<file path="src/rtl/ifd_pkg.sv">
// Shared definitions for the instruction fetch/decode block: opcode map,
// ALU and jump-control encodings, the decoded field bundle and FSM states.
package ifd_pkg;

    // Opcodes carried in instruction bits [15:12]
    localparam logic [3:0] OP_NOP  = 4'h0;
    localparam logic [3:0] OP_ADD  = 4'h1;
    localparam logic [3:0] OP_SUB  = 4'h2;
    localparam logic [3:0] OP_AND  = 4'h3;
    localparam logic [3:0] OP_OR   = 4'h4;
    localparam logic [3:0] OP_XOR  = 4'h5;
    localparam logic [3:0] OP_ADDI = 4'h6;
    localparam logic [3:0] OP_LD   = 4'h7;
    localparam logic [3:0] OP_ST   = 4'h8;
    localparam logic [3:0] OP_JMP  = 4'h9;
    localparam logic [3:0] OP_JZ   = 4'hA;
    localparam logic [3:0] OP_JNZ  = 4'hB;
    // Everything from here upwards is unassigned
    localparam logic [3:0] OP_FIRST_ILLEGAL = 4'hC;

    // ALU operation codes
    localparam logic [2:0] ALU_ADD = 3'd0;
    localparam logic [2:0] ALU_SUB = 3'd1;
    localparam logic [2:0] ALU_AND = 3'd2;
    localparam logic [2:0] ALU_OR  = 3'd3;
    localparam logic [2:0] ALU_XOR = 3'd4;

    // Jump-control encoding
    localparam logic [1:0] JCTL_NONE = 2'b00;
    localparam logic [1:0] JCTL_JMP  = 2'b01;
    localparam logic [1:0] JCTL_JZ   = 2'b10;
    localparam logic [1:0] JCTL_JNZ  = 2'b11;

    // Fetch/decode sequencer states
    typedef enum logic [2:0] {
        ST_IDLE    = 3'd0,
        ST_FETCH   = 3'd1,
        ST_PRESENT = 3'd2,
        ST_RESOLVE = 3'd3,
        ST_HALT    = 3'd4
    } ifd_state_e;

    // Decoded instruction fields as presented to the instruction register
    typedef struct packed {
        logic [3:0] c_addr;
        logic [3:0] a_addr;
        logic [3:0] b_addr;
        logic [7:0] immediate_val;
        logic [7:0] addr;
        logic [2:0] alu_control;
        logic [1:0] jctl;
        logic       im_sel;
        logic       reg_write;
        logic       data_read;
        logic       data_write;
        logic       reg_addr;
    } ifd_fields_t;

    // True for opcodes with no assigned meaning
    function automatic logic is_illegal_op(input logic [3:0] op);
        return (op >= OP_FIRST_ILLEGAL);
    endfunction

endpackage

</file>
<file path="src/rtl/ifd_decoder.sv">
// Combinational decoder: 16-bit instruction word -> decoded field bundle.
// Fields an opcode does not use are driven to zero. Unassigned opcodes
// decode exactly like NOP; trapping on them is the caller's business.
module ifd_decoder
    import ifd_pkg::*;
(
    input  logic [15:0]  instr_i,
    output ifd_fields_t  fields_o
);

    logic [3:0] op;
    assign op = instr_i[15:12];

    // Map the opcode to its field set; everything else stays zero
    always_comb begin
        fields_o = '0;
        case (op)
            OP_ADD, OP_SUB, OP_AND, OP_OR, OP_XOR: begin
                fields_o.c_addr      = instr_i[11:8];
                fields_o.a_addr      = instr_i[7:4];
                fields_o.b_addr      = instr_i[3:0];
                // ALU ops are numbered consecutively from ADD
                fields_o.alu_control = op[2:0] - 3'd1;
                fields_o.reg_write   = 1'b1;
            end
            OP_ADDI: begin
                fields_o.c_addr        = instr_i[11:8];
                fields_o.immediate_val = instr_i[7:0];
                fields_o.alu_control   = ALU_ADD;
                fields_o.im_sel        = 1'b1;
                fields_o.reg_write     = 1'b1;
            end
            OP_LD: begin
                fields_o.c_addr    = instr_i[11:8];
                fields_o.addr      = instr_i[7:0];
                fields_o.data_read = 1'b1;
                fields_o.reg_write = 1'b1;
                fields_o.reg_addr  = 1'b1;
            end
            OP_ST: begin
                // The [11:8] field names the register whose value is stored
                fields_o.c_addr     = instr_i[11:8];
                fields_o.addr       = instr_i[7:0];
                fields_o.data_write = 1'b1;
            end
            OP_JMP: begin
                fields_o.addr = instr_i[7:0];
                fields_o.jctl = JCTL_JMP;
            end
            OP_JZ: begin
                fields_o.addr = instr_i[7:0];
                fields_o.jctl = JCTL_JZ;
            end
            OP_JNZ: begin
                fields_o.addr = instr_i[7:0];
                fields_o.jctl = JCTL_JNZ;
            end
            default: begin
                fields_o = '0;
            end
        endcase
    end

endmodule

</file>
<file path="src/rtl/instruction_fetch_decode.sv">
// Instruction fetch/decode front end. Fetches words over req/ack, decodes
// them, presents the fields over valid/ready and steers the PC (including
// conditional jumps resolved against the ALU zero flag).
// All outputs come straight from rising-edge flops so a falling-edge
// consumer sees them settled half a cycle early.
// Build option IFD_ILLEGAL_TRAP_EN: an unassigned opcode sets the sticky
// illegal flag and parks the sequencer in HALT until reset; without it such
// words are presented as NOP.
module instruction_fetch_decode
    import ifd_pkg::*;
#(
    parameter logic [7:0] RESET_PC = 8'h00
)
(
    input  logic        CLK,
    input  logic        RST_N,
    input  logic        enable,
    output logic        imem_req,
    output logic [7:0]  imem_addr,
    input  logic        imem_ack,
    input  logic [15:0] imem_data,
    output logic        out_valid,
    input  logic        out_ready,
    output logic [3:0]  a_addr,
    output logic [3:0]  b_addr,
    output logic [3:0]  c_addr,
    output logic [7:0]  immediate_val,
    output logic [7:0]  addr,
    output logic [2:0]  alu_control,
    output logic [1:0]  JCTL,
    output logic        im_sel,
    output logic        reg_write,
    output logic        data_read,
    output logic        data_write,
    output logic        reg_addr,
    input  logic        flag_valid,
    input  logic        zero_flag,
    output logic [7:0]  pc,
    output logic        illegal
);

    ifd_state_e  state_q, state_d;
    logic [7:0]  pc_q, pc_d;
    ifd_fields_t fields_q, fields_d;
    ifd_fields_t dec_fields;
    logic        req_q;
    logic        valid_q;
    logic [7:0]  pc_inc;
    ifd_state_e  after_state;
    logic        taken;
`ifdef IFD_ILLEGAL_TRAP_EN
    logic        illegal_q, illegal_d;
`endif

    ifd_decoder u_decoder (
        .instr_i  (imem_data),
        .fields_o (dec_fields)
    );

    assign pc_inc      = pc_q + 8'd1;
    // Where to go once the current instruction has fully retired
    assign after_state = enable ? ST_FETCH : ST_IDLE;
    assign taken       = (fields_q.jctl == JCTL_JZ) ? zero_flag : ~zero_flag;

    // Next-state, next-PC and field capture for the fetch/present sequencer
    always_comb begin
        state_d  = state_q;
        pc_d     = pc_q;
        fields_d = fields_q;
`ifdef IFD_ILLEGAL_TRAP_EN
        illegal_d = illegal_q;
`endif
        unique case (state_q)
            ST_IDLE: begin
                if (enable) begin
                    state_d = ST_FETCH;
                end
            end
            ST_FETCH: begin
                // A started fetch always completes, even if enable drops
                if (imem_ack) begin
                    fields_d = dec_fields;
                    state_d  = ST_PRESENT;
`ifdef IFD_ILLEGAL_TRAP_EN
                    if (is_illegal_op(imem_data[15:12])) begin
                        fields_d  = fields_q;
                        state_d   = ST_HALT;
                        illegal_d = 1'b1;
                    end
`endif
                end
            end
            ST_PRESENT: begin
                if (out_ready) begin
                    unique case (fields_q.jctl)
                        JCTL_JMP: begin
                            pc_d    = fields_q.addr;
                            state_d = after_state;
                        end
                        JCTL_JZ, JCTL_JNZ: begin
                            state_d = ST_RESOLVE;
                        end
                        default: begin
                            pc_d    = pc_inc;
                            state_d = after_state;
                        end
                    endcase
                end
            end
            ST_RESOLVE: begin
                if (flag_valid) begin
                    pc_d    = taken ? fields_q.addr : pc_inc;
                    state_d = after_state;
                end
            end
            ST_HALT: begin
                state_d = ST_HALT;
            end
            default: begin
                state_d = ST_IDLE;
            end
        endcase
    end

    // State, PC, field and handshake-output registers
    always_ff @(posedge CLK or negedge RST_N) begin
        if (!RST_N) begin
            state_q  <= ST_IDLE;
            pc_q     <= RESET_PC;
            fields_q <= '0;
            req_q    <= 1'b0;
            valid_q  <= 1'b0;
        end else begin
            state_q  <= state_d;
            pc_q     <= pc_d;
            fields_q <= fields_d;
            // Handshake strobes are registered copies of the next state
            req_q    <= (state_d == ST_FETCH);
            valid_q  <= (state_d == ST_PRESENT);
        end
    end

`ifdef IFD_ILLEGAL_TRAP_EN
    // Sticky illegal-opcode flag, cleared only by reset
    always_ff @(posedge CLK or negedge RST_N) begin
        if (!RST_N) begin
            illegal_q <= 1'b0;
        end else begin
            illegal_q <= illegal_d;
        end
    end
    assign illegal = illegal_q;
`else
    assign illegal = 1'b0;
`endif

    assign imem_req      = req_q;
    assign imem_addr     = pc_q;
    assign pc            = pc_q;
    assign out_valid     = valid_q;
    assign c_addr        = fields_q.c_addr;
    assign a_addr        = fields_q.a_addr;
    assign b_addr        = fields_q.b_addr;
    assign immediate_val = fields_q.immediate_val;
    assign addr          = fields_q.addr;
    assign alu_control   = fields_q.alu_control;
    assign JCTL          = fields_q.jctl;
    assign im_sel        = fields_q.im_sel;
    assign reg_write     = fields_q.reg_write;
    assign data_read     = fields_q.data_read;
    assign data_write    = fields_q.data_write;
    assign reg_addr      = fields_q.reg_addr;

endmodule

</file>
<file path="config.mk">
export PLATFORM = sky130hd
export DESIGN_NAME = instruction_fetch_decode
export DESIGN_NICKNAME = d
export VERILOG_FILES = /design/src/rtl/ifd_pkg.sv /design/src/rtl/ifd_decoder.sv /design/src/rtl/instruction_fetch_decode.sv
export SDC_FILE = /design/constraint.sdc
export NUM_CORES = 1
export LEC_CHECK = 0
export CORE_AREA = 2 2 73 75
export DETAILED_ROUTE_END_ITERATION = 8
export DIE_AREA = 0 0 75 77
export GPL_TIMING_DRIVEN = 0
export PLACE_DENSITY = 0.84
export SKIP_CTS_REPAIR_TIMING = 1
export SLEW_MARGIN = 20
export SYNTH_ARGS = -nofsm -noshare
export SYNTH_HDL_FRONTEND = slang
export SYNTH_SLANG_ARGS = --single-unit
</file>
<file path="constraint.sdc">
create_clock -name CLK -period 3.5 [get_ports CLK]
set_input_delay 0.35 -clock CLK [delete_from_list [all_inputs] [get_ports CLK]]
set_output_delay 0.35 -clock CLK [all_outputs]
set_load 0.005 [all_outputs]
</file>
# Yosys cells after proc, flatten, opt, wreduce, memory -nomap -nowiden
# Index checks and enable logic that the tools add are counted.
[op_classes]
n_addsub = 2
n_bitwise = 1
reduce_logical = 9
eq_ne = 23
n_mux = 23
[ops]
columns = ["op", "count"]
rows = [
  ["8-bit two-way mux", 6],
  ["8-bit one-hot mux with 2 select lines", 2],
  ["4-bit by 3-bit equality test with 1-bit output, second input constant", 4],
  ["4-bit equality test, second input constant", 4],
  ["3-bit two-way mux", 5],
  ["3-bit one-hot mux with 5 select lines", 1],
  ["5-bit OR reduction", 2],
  ["3-bit by 2-bit equality test with 1-bit output, second input constant", 3],
  ["8-bit by 1-bit adder with 8-bit output, second input constant", 1],
  ["4-bit by 2-bit equality test with 1-bit output, second input constant", 2],
  ["8-bit OR reduction", 1],
  ["7-bit OR reduction", 1],
  ["3-bit by 1-bit equality test with 1-bit output, second input constant", 2],
  ["1-bit two-way mux", 6],
  ["2-bit inequality test, second input constant", 3],
  ["2-bit one-hot mux with 3 select lines", 1],
  ["2-bit equality test, second input constant", 2],
  ["4-bit by 1-bit equality test with 1-bit output, second input constant", 1],
  ["4-bit two-way mux", 1],
  ["4-bit AND reduction", 1],
  ["3-bit equality test, second input constant", 1],
  ["3-bit zero test", 1],
  ["3-bit by 1-bit subtractor with 3-bit output, second input constant", 1],
  ["2-bit by 1-bit equality test with 1-bit output, second input constant", 1],
  ["other kinds (5)", 5],
]
[word_totals]
reg_bits = 50
elab_cells = 73

# Depth between registers and ports, before layout
[depth]
word_depth = 6
ltp_mapped = 7
ltp_nobuf = 6

# Cells and area by module
# A second synthesis with hierarchy kept.
[hier_totals]
hier_cells = 266
area_unflattened_um2 = 2847.7
[modules_own_cells]
columns = ["module", "area_each_um2", "n_inst", "seq_area_each_um2", "cells_each"]
rows = [
  ["instruction_fetch_decode", 2409.8, 1, 1276.2, 204],
  ["ifd_decoder", 437.9, 1, 0.0, 62],
]

# Worst setup path before layout
# OpenSTA, ideal clock, no wires.
[synth_path]
path_kind = "input to register"
from = "input imem_data[12]"
to = "register fields_q (netlist bit addr[2])"
setup_time_ns = 0.133
t_required_ns = 3.367
path_stages = 5
path_buffers = 0
path_slack_ns = 1.882
t_arrival_ns = 1.485
path_cell_list = "inv_1 -> ha_1 -> or4_1 -> a22oi_2 -> o21ai_1"
[synth_between]
elab_chain_cells = 3
elab_cells_between_ends = 7
[synth_rtl]
columns = ["element", "line_no", "source"]
rows = [
  ["start: declaration", "instruction_fetch_decode.sv:21", "input logic [15:0] imem_data,"],
  ["4-bit equality test / 4-bit by 3-bit equality test with 1-bit output (equally long branches)", "ifd_decoder.sv:17", "case (op)"],
  ["5-bit OR reduction (no source line) *", "n/a", ""],
  ["8-bit two-way mux *", "ifd_decoder.sv:17", ""],
  ["end signal: assignment", "instruction_fetch_decode.sv:136", "fields_q <= fields_d;"],
  ["end: declaration", "instruction_fetch_decode.sv:44", "ifd_fields_t fields_q, fields_d;"],
]
# Mark *: on every way between the ends. The rest lies on a longest branch, timed or not.
# A chain may end at the register's enable or synchronous reset.

# Final worst setup path
[layout_path]
from = "input imem_data[12]"
to = "register fields_q (netlist bit c_addr[3])"
[layout_between]
elab_chain_cells = 3
elab_cells_between_ends = 10
[layout_rtl]
columns = ["element", "line_no"]
rows = [
  ["4-bit by 1-bit equality test with 1-bit output, or another cell as far along", "ifd_decoder.sv:17"],
  ["8-bit OR reduction (no source line) *", "n/a"],
  ["4-bit two-way mux *", "ifd_decoder.sv:17"],
]
# Marked as above.

==> key figures <==
Pwr
  • Leak Pwr: 1.55 nW
  • Worst ir drop on vdd: 0.447 mV
  • Total power density per cell area: 792 nW/um2
  • Power after layout: 2.70 mW

Drt
  • Antenna Nets Post-Route: 0
  • Via density: 5.24
  • Routed length per instance: 14.6 um
  • Iteration-0 DRC Markers: 82
  • WL final: 6010 um
  • Vias: 2166
  • Post-route DRC: 0
  • First drt pass iteration count: 4

Global routing
  • Maximum number of pins on one net before global-route repair: 30
  • Met3 usage: 6.18%
  • Met1 Resource Use GR: 28.9%
  • GRT overflow: 0
  • First-pass GRT wire length: 10000 um
  • Number of global-route vias before repair: 2104
  • Total track usage: 22.5%
  • Met2 Use GR: 36.8%
  • Initial antenna violation count: 0
  • Gr busiest metal: met2

STA
  • Post-route minimum period: 2.38 ns
  • Final setup viols: 0
  • Final worst slack: 1.12 ns
  • Fin. max-slew vios: 0
  • F_max: 420 MHz
  • Final setup TNS: 0 ns
  • Slew HR: 48.0%
  • Worst-margin pin slew: 0.761 ns
  • Fin Clk Skew: 0.00473 ns
  • Final period utilization: 68.0%
  • Final Hold Fails: 0
  • RSZ-0062 raised after global routing: no

Critical path
  • Worst Path Arrival: 2.59 ns
  • Crit path required time: 3.70 ns
  • Crit path capture type: register
  • Critical Path Fanout Max: 5
  • Setup CP Type: in2reg
  • Crit start category: primary input

CTS
  • CTS Buffer Depth: 2
  • CTS tree: built
  • Clock-pin slew on the worst setup and hold paths: 0.09 ns
  • Clock Latency Late Sink: 0.30 ns
  • Clock Sinks: 50
  • CTS H-tree depth: 2
  • Cts bufs inserted: 5
  • Clock Tree Root: clkbuf_8

Synth
  • Primary FF master, synth: dfrtp_1
  • Flops & latches, synth: 50
  • Synthesized netlist cell count: 256
  • Syn avg cell area: 9.33 um2
  • Count of cell types in the netlist: 42
  • Ys async rst share: 100%
  • Yosys warnings: 0
  • EDFF count, synth: 0
  • Post-synth net total: 284
  • Seq/Total Area, Yosys: 52.4%
  • Cell area after synthesis: 2390 um2

Finish
  • Share of cells above drive strength 1: 8.16%
  • ANT cells: 0
  • Final nets: 370
  • Commonest non-fill, non-tap cells in the layout: clkdlybuf4s50_1, nand2_1, dfrtp_1
  • Most common cell after layout, fill and taps aside: clkdlybuf4s50_1
  • Fin util: 68.6%
  • Area Growth Syn to Fin: 43.0%

Run status
  • Outcome: finished, final reports clean

Placement
  • Port buffer count: 78
  • Dpl hpwl: 4590 um
  • Final Wtd Congestion: 0.827
  • Place WS: 0.905 ns

Die
  • Top Ports: 80
  • Die Footprint: 5780 um2
  • Die X: 75 um
  • FP Rows: 26
  • Initial Util: 48.0%
  • Die Ht: 77 um
  • Core Region: 4980 um2

Hold path
  • Tightest Hold Check Type: in2async

Flow run
  • Max-cap viol count: 0
-- layer usage --
layer,part of all wire [%],vias up,routed length [um]
li1,-,1044,-
met5,0,-,0
met2,49,78,2960
met1,43,1034,2580
met4,1.3,0,79
met3,6.5,10,393
-- stage by stage --
step	cell area (um2)	hold slack, ns	cells
2_1_floorplan	2390	0.0544	256
3_3_place_gp	3260	0.448	404
3_5_place_dp	3270	0.350	405
4_1_cts	3410	0.0167	413
5_1_grt	3410	0.0432	413
6_report	3410	0.0124	413
-- state kept, by name, summed over array words and instances, names as in the netlist --
name / cells
reg_write: 1
im_sel: 1
JCTL: 2
b_addr: 4
reg_addr: 1
data_write: 1
out_valid: 1
imem_addr: 8
c_addr: 4
a_addr: 4
alu_control: 3
addr: 8
immediate_val: 8
imem_req: 1
state_q: 3
-- cells in the mapped netlist (5+ instances only) --
master / count / area (um2)
a21oi_1: 6 / 30.0
a2bb2oi_1: 5 / 43.8
buf_4: 10 / 75.1
clkbuf_1: 7 / 26.3
dfrtp_1: 50 / 1250
ha_1: 5 / 62.6
inv_1: 7 / 26.3
mux2i_1: 5 / 50.1
nand2_1: 68 / 255
nand3_1: 18 / 90.1
nor2b_1: 5 / 31.3
o21ai_1: 22 / 110
o31ai_1: 5 / 37.5
-- path summary, 6_finish.rpt --
kind,from,end,slack (ns),cells past startpoint
hold reg to reg,c_addr[0]$_DFFE_PN0P_,c_addr[0]$_DFFE_PN0P_,0.48,2
min in group CLK,c_addr[0]$_DFFE_PN0P_,c_addr[0]$_DFFE_PN0P_,0.48,2
setup reg to reg,state_q[1]$_DFF_PN0_,alu_control[2]$_DFFE_PN0P_,1.72,6
hold / removal,RST_N,imem_req$_DFF_PN0_,0.01,1
setup / recovery,imem_data[12],c_addr[3]$_DFFE_PN0P_,1.12,7
max in group asynchronous,RST_N,JCTL[0]$_DFFE_PN0P_,2.96,2
-- report_power, final --
part	switching (mW)	total [mW]	internal, mW
logic	0.499	1.22	0.718
registers	0.201	0.988	0.787
clock network	0.194	0.499	0.305
-- worst max-delay path: stages --
cell and delay, ns:
clkdlybuf4s50_1 0.54, inv_1 0.08, ha_1 0.27, a2111oi_0 0.74, o21ai_0 0.36, nand3_1 0.18, nand2_1 0.06
-- cell families (layout without fill, tap and decap cells) --
kind of cell	count (synthesis)	in the layout	share of synthesized area [%]
XOR/XNOR	1	1	0.367
buffers and inverters	28	115	6.45
flip-flops	50	50	52.4
AND/OR/NAND/NOR	113	113	21.6
AO/OA/AOI/OAI	53	53	14.3
other	1	1	0.157
multiplexers	5	5	2.10
adder cells (fa/ha/maj)	5	5	2.62
-- cell type report --
class                      instances  area (um2)
tap                               70        87.6
buffer                            21         128
fill                             394        1560
timing repair buffer              79         796
clock buffer                       6        82.6
multi-input combinational        178         982
clock inverter                     2        60.1
inverter                           7        26.3
sequential                        50        1250
Note: power is estimated with default switching activity, not from simulation.
